<file path="src/rtl/fetch_queue.sv">
// Instruction-fetch front end: credit-limited sequential fetch, in-order response queue, redirect flush.
// Optional same-cycle response bypass to decode when FETCH_QUEUE_BYPASS_EN is defined.
module fetch_queue #(
  parameter int unsigned      XLEN   = 32,
  parameter int unsigned      DEPTH  = 4,
  parameter logic [XLEN-1:0]  RST_PC = '0
) (
  input  logic                     clk,
  input  logic                     rst,
  output logic                     imem_req_valid,
  input  logic                     imem_req_ready,
  output logic [XLEN-1:0]          imem_req_addr,
  input  logic                     imem_resp_valid,
  input  logic [XLEN-1:0]          imem_resp_data,
  input  logic                     redirect_valid,
  input  logic [XLEN-1:0]          redirect_pc,
  output logic                     inst_valid,
  input  logic                     inst_ready,
  output logic [XLEN-1:0]          inst_data,
  output logic [XLEN-1:0]          inst_pc,
  output logic [$clog2(DEPTH):0]   occupancy
);

  localparam int unsigned PW = $clog2(DEPTH);
  localparam int unsigned CW = PW + 1;

  logic [XLEN-1:0] pc_mem   [DEPTH];
  logic [XLEN-1:0] data_mem [DEPTH];

  logic [XLEN-1:0] fetch_pc_q, fetch_pc_d;
  logic [XLEN-1:0] resp_pc_q,  resp_pc_d;
  logic [PW-1:0]   rd_ptr_q,   rd_ptr_d;
  logic [PW-1:0]   wr_ptr_q,   wr_ptr_d;
  logic [CW-1:0]   count_q,    count_d;
  logic [CW-1:0]   live_q,     live_d;
  logic [CW-1:0]   drop_q,     drop_d;

  logic [CW+1:0]   credit_used;
  logic            q_empty;
  logic            req_fire;
  logic            resp_drop;
  logic            resp_take;
  logic            bypass;
  logic            push;
  logic            pop_q;

  always_comb begin
    credit_used    = {2'b00, count_q} + {2'b00, live_q} + {2'b00, drop_q};
    imem_req_valid = !rst && !redirect_valid && (credit_used < (CW+2)'(DEPTH));
    imem_req_addr  = fetch_pc_q;
    req_fire       = imem_req_valid && imem_req_ready;

    q_empty   = (count_q == '0);
    resp_drop = imem_resp_valid && (drop_q != '0);
    resp_take = imem_resp_valid && (drop_q == '0) && (live_q != '0);

`ifdef FETCH_QUEUE_BYPASS_EN
    bypass = resp_take && q_empty && !redirect_valid;
`else
    bypass = 1'b0;
`endif

    inst_valid = !q_empty || bypass;
    inst_data  = bypass ? imem_resp_data : data_mem[rd_ptr_q];
    inst_pc    = bypass ? resp_pc_q      : pc_mem[rd_ptr_q];
    occupancy  = count_q;

    // A bypassed response consumed by decode never touches storage.
    pop_q = inst_valid && inst_ready && !q_empty;
    push  = resp_take && !redirect_valid && !(bypass && inst_ready);

    fetch_pc_d = fetch_pc_q;
    resp_pc_d  = resp_pc_q;
    rd_ptr_d   = rd_ptr_q;
    wr_ptr_d   = wr_ptr_q;
    count_d    = count_q;
    live_d     = live_q;
    drop_d     = drop_q;

    if (redirect_valid) begin
      fetch_pc_d = redirect_pc;
      resp_pc_d  = redirect_pc;
      rd_ptr_d   = '0;
      wr_ptr_d   = '0;
      count_d    = '0;
      live_d     = '0;
      // Everything still outstanding is now stale, minus the response retiring this cycle.
      drop_d     = drop_q + live_q - CW'(imem_resp_valid && ((drop_q != '0) || (live_q != '0)));
    end else begin
      if (req_fire)  fetch_pc_d = fetch_pc_q + XLEN'(4);
      if (resp_take) resp_pc_d  = resp_pc_q + XLEN'(4);
      if (push)      wr_ptr_d   = wr_ptr_q + PW'(1);
      if (pop_q)     rd_ptr_d   = rd_ptr_q + PW'(1);
      count_d = count_q + CW'(push) - CW'(pop_q);
      live_d  = live_q + CW'(req_fire) - CW'(resp_take);
      drop_d  = drop_q - CW'(resp_drop);
    end
  end

  always_ff @(posedge clk or posedge rst) begin
    if (rst) begin
      fetch_pc_q <= RST_PC;
      resp_pc_q  <= RST_PC;
      rd_ptr_q   <= '0;
      wr_ptr_q   <= '0;
      count_q    <= '0;
      live_q     <= '0;
      drop_q     <= '0;
    end else begin
      fetch_pc_q <= fetch_pc_d;
      resp_pc_q  <= resp_pc_d;
      rd_ptr_q   <= rd_ptr_d;
      wr_ptr_q   <= wr_ptr_d;
      count_q    <= count_d;
      live_q     <= live_d;
      drop_q     <= drop_d;
    end
  end

  always_ff @(posedge clk) begin
    if (push) begin
      pc_mem[wr_ptr_q]   <= resp_pc_q;
      data_mem[wr_ptr_q] <= imem_resp_data;
    end
  end

endmodule

</file>
<file path="config.mk">
export PLATFORM = sky130hd
export DESIGN_NAME = fetch_queue
export DESIGN_NICKNAME = d
export VERILOG_FILES = /design/src/rtl/fetch_queue.sv
export SDC_FILE = /design/constraint.sdc
export NUM_CORES = 1
export LEC_CHECK = 0
export ABC_AREA = 1
export ABC_CLOCK_PERIOD_IN_PS = 4660
export BUFFER_PORTS_ARGS = -buffer_cell sky130_fd_sc_hd__clkbuf_2
export CORE_MARGIN = 5
export CORE_UTILIZATION = 35
export DETAILED_ROUTE_END_ITERATION = 8
export GPL_TIMING_DRIVEN = 0
export PLACE_DENSITY = 0.58
export SETUP_SLACK_MARGIN = 0.5
export SLEW_MARGIN = 0
export SYNTH_ARGS = -nofsm -noshare
export SYNTH_HDL_FRONTEND = slang
export SYNTH_SLANG_ARGS = --single-unit
export TNS_END_PERCENT = 30
</file>
<file path="constraint.sdc">
create_clock -name clk -period 4.66 [get_ports clk]
set_input_delay 0 -clock clk [delete_from_list [all_inputs] [get_ports clk]]
set_output_delay 0 -clock clk [all_outputs]
set_load 0.05 [all_outputs]
</file>
==> results.json <==
{
  "grt_use_total_pct": 17.0,
  "cts_sinks": 333,
  "synth-seq-cells": 333,
  "syn_area_sq_um": 14900,
  "synth_commonest_cells": "288 x nand2_1, 256 x edfxtp_1, 214 x nor2_1",
  "die_h_microns": 216,
  "via_per_inst": 4.90,
  "yosysWarningCount": 0,
  "diodes": 0,
  "r2r_end": "live_q[2]$_DFF_PP0_",
  "drt_iter0_markers": 775,
  "cp.required_ns": 5.06,
  "hold_viol": 0,
  "cts_buffers": 36,
  "maxSlewViolCount": 0,
  "path_cells": "inv_1 -> fa_1 -> a21oi_1 -> fa_1 -> nor2_1 -> and3_1 -> nand3_2 -> buf_2 -> ha_1 -> inv_1 -> ha_1 -> inv_1 -> fa_1 -> o21ai_0 -> a21oi_1",
  "core_area_sq_um": 41900,
  "worst_path_largest_cell_delay_ns": 0.52,
  "r2r-start": "occupancy[1]$_DFF_PP0_",
  "max_slew_margin_pct": 51.0,
  "crit_family": "adder cells",
  "rows": 75,
  "final_cells": 2262,
  "status": "finished clean",
  "dr.pass1.iters": 5,
  "final_area_sq_um": 18500,
  "root_buffer": "clkbuf_16",
  "period_minus_slack_ns": 3.53,
  "area_growth_pct": 24.3,
  "drc_errors": 0,
  "die_w_microns": 216,
  "netlist_instances": 1411,
  "synth_edf_count": 256,
  "power_per_cell_area_nw_per_um2": 518,
  "grt_pass1_wl_microns": 62800,
  "cts_tree": "yes",
  "reg2regPathDepth": 15,
  "clkTransAtPathRegs_ns": 0.06,
  "fin_crit_sh_pct": 75.8,
  "antenna_found_initial": 0,
  "vias": 11081,
  "die-area_sq_um": 46700,
  "rsz0062_at_grt": "false",
  "whs_ns": 0.0135,
  "crit_fanout": 10,
  "tightest_slew_ns": 0.733,
  "drt_wl_total_microns": 40600,
  "setup_viol": 0,
  "p_total_mw": 9.56,
  "slowest_stage": "fa_1",
  "p_leak_nw": 7.21,
  "ant_nets": 0,
  "yosysTopAreaCell": "edfxtp_1",
  "placedCellCount": 2129,
  "post_dp_cell_area_sq_um": 16600,
  "start_util_pct": 35.4,
  "worstSkewPairLatency_ns": 0.52,
  "wl_per_cell_microns": 17.9,
  "arrival_ns": 3.93,
  "async_reset_ff_share_pct": 23.1,
  "reg2reg_setup_slack_ns": 1.13,
  "netlist_top_cells_area": "edfxtp_1 52%, dfrtp_1 13%, nand2_1 7.3%",
  "maxCapViolCount": 0,
  "io_buffers": 170,
  "post-dp-hpwl_microns": 28200,
  "worstSetupPathType": "flop to flop",
  "cp_num_buf_inv": 4,
  "synth_top_area_share_pct": 51.7,
  "utilization_pct": 44.0,
  "cts.path.max_buffers": 3,
  "fin_skew_ns": 0.0176,
  "syn_nets": 1504,
  "fmax_mhz": 283,
  "crit_path_end_kind": "flop",
  "ys_seq_area_share_pct": 64.7,
  "syn_area_per_cell_sq_um": 10.5,
  "routabilityCongestion": 0.909,
  "synth_ff_type": "edfxtp_1",
  "htreeDepth": 2,
  "io_pins": 171,
  "cts_resized": 0,
  "path_depth": 15,
  "layout.nets": 1790,
  "grt_max_degree": 54,
  "synth_most_common_cell": "nand2_1",
  "start_kind": "flop",
  "ys_types": 40,
  "vdd_drop_max_mv": 0.246,
  "min_path_type": "input port to async pin",
  "grt_overflow": 0,
  "drive_above_1_share_pct": 17.5,
  "grt_pass1_vias": 11189
}
how the worst max path moves through the flow:
stage,startpoint,endpoint
after floorplan,drop_q[1]$_DFF_PP0_,data_mem[0][0]$_DFFE_PP_
after global placement,drop_q[0]$_DFF_PP0_,data_mem[0][7]$_DFFE_PP_
after detailed placement,occupancy[1]$_DFF_PP0_,live_q[2]$_DFF_PP0_
after CTS,occupancy[1]$_DFF_PP0_,live_q[2]$_DFF_PP0_
after global routing,occupancy[1]$_DFF_PP0_,live_q[2]$_DFF_PP0_
final,occupancy[1]$_DFF_PP0_,live_q[2]$_DFF_PP0_
area by class of cell:
cell class              instances  area (sq um)
inverters                      90           340
multi-input cells             929          4660
repair buffers                248          1730
well taps                     539           674
fillers                      3873         23500
flip-flops and latches        333          9610
plain buffers                  59           283
clock inverters                18           231
clock buffers                  46           938
metrics by stage:
step	TNS, ns	setup slack (ns)
finish	0	1.13
global route	0	0.905
CTS	0	1.09
detailed placement	0	1.14
global placement	-520.61	-2.18
floorplan	0	0.394
registers in the layout, summed over array words and instances (netlist names):
name and cells:
resp_pc_q 32, wr_ptr_q 2, drop_q 3, data_mem 128, pc_mem 128, occupancy 3, rd_ptr_q 2, imem_req_addr 32
live_q 3
routing by layer:
metal	track usage (%)	up-vias	wire, microns
met5	0	-	0
met4	4.73	0	964
met3	2.51	60	2100
met2	28.2	344	19100
met1	23.5	5255	18400
li1	-	5422	-
logic make-up (layout without fill, tap and decap cells):
| logic type | after synthesis | count (layout) | synth area share (%) |
|---|---|---|---|
| and+or+nand+nor | 628 | 628 | 17.7 |
| DFF | 333 | 333 | 64.7 |
| adders and majority gates | 23 | 23 | 2.24 |
| buffers and inverters | 149 | 461 | 4.17 |
| muxes | 1 | 1 | 0.0673 |
| AOI/OAI and AO/OA | 244 | 244 | 9.17 |
| xor gates and xnor gates | 33 | 33 | 1.94 |
timing repair:
item	4_1_cts	5_1_grt
hold buffers	69	0
hold endpoints to repair	272	0
buffers inserted	0	0
cell usage in the layout, fill, tap and decap left out, types with 3 or more instances in the layout:
cell type / n
dfrtp_1: 77
xnor2_1: 11
nand3_2: 3
nand4_1: 5
nor3_1: 10
clkinv_2: 6
buf_6: 3
clkbuf_16: 36
nor2_4: 8
edfxtp_1: 256
nand2_2: 9
nand2_1: 288
inv_2: 8
fa_1: 6
dlygate4sd3_1: 69
buf_12: 8
xor2_1: 22
a21oi_1: 5
o21ai_1: 10
clkbuf_2: 170
nand3b_1: 10
inv_1: 80
o211ai_2: 4
o21a_1: 3
clkbuf_1: 40
nor2_1: 210
buf_2: 22
nor2_2: 9
o21ai_0: 147
buf_4: 3
bufinv_16: 5
o22ai_1: 64
o21bai_1: 4
clkinv_1: 4
ha_1: 17
nand3_1: 72
report_power, final:
group	internal (mW)	total [mW]	switching [mW]
Combinational	0.767	3.05	2.28
Clock	1.71	2.87	1.16
Sequential	3.39	3.65	0.260
Total	5.86	9.56	3.70
worst reg2reg max path, cell delays in order (launching register included):
cell and delay [ns]:
dfrtp_1 0.42, inv_1 0.12, fa_1 0.52, a21oi_1 0.19, fa_1 0.44, nor2_1 0.09
and3_1 0.20, nand3_2 0.12, buf_2 0.22, ha_1 0.29, inv_1 0.06, ha_1 0.13
inv_1 0.05, fa_1 0.36, o21ai_0 0.17, a21oi_1 0.06
Power figures use the tool's default switching activity.
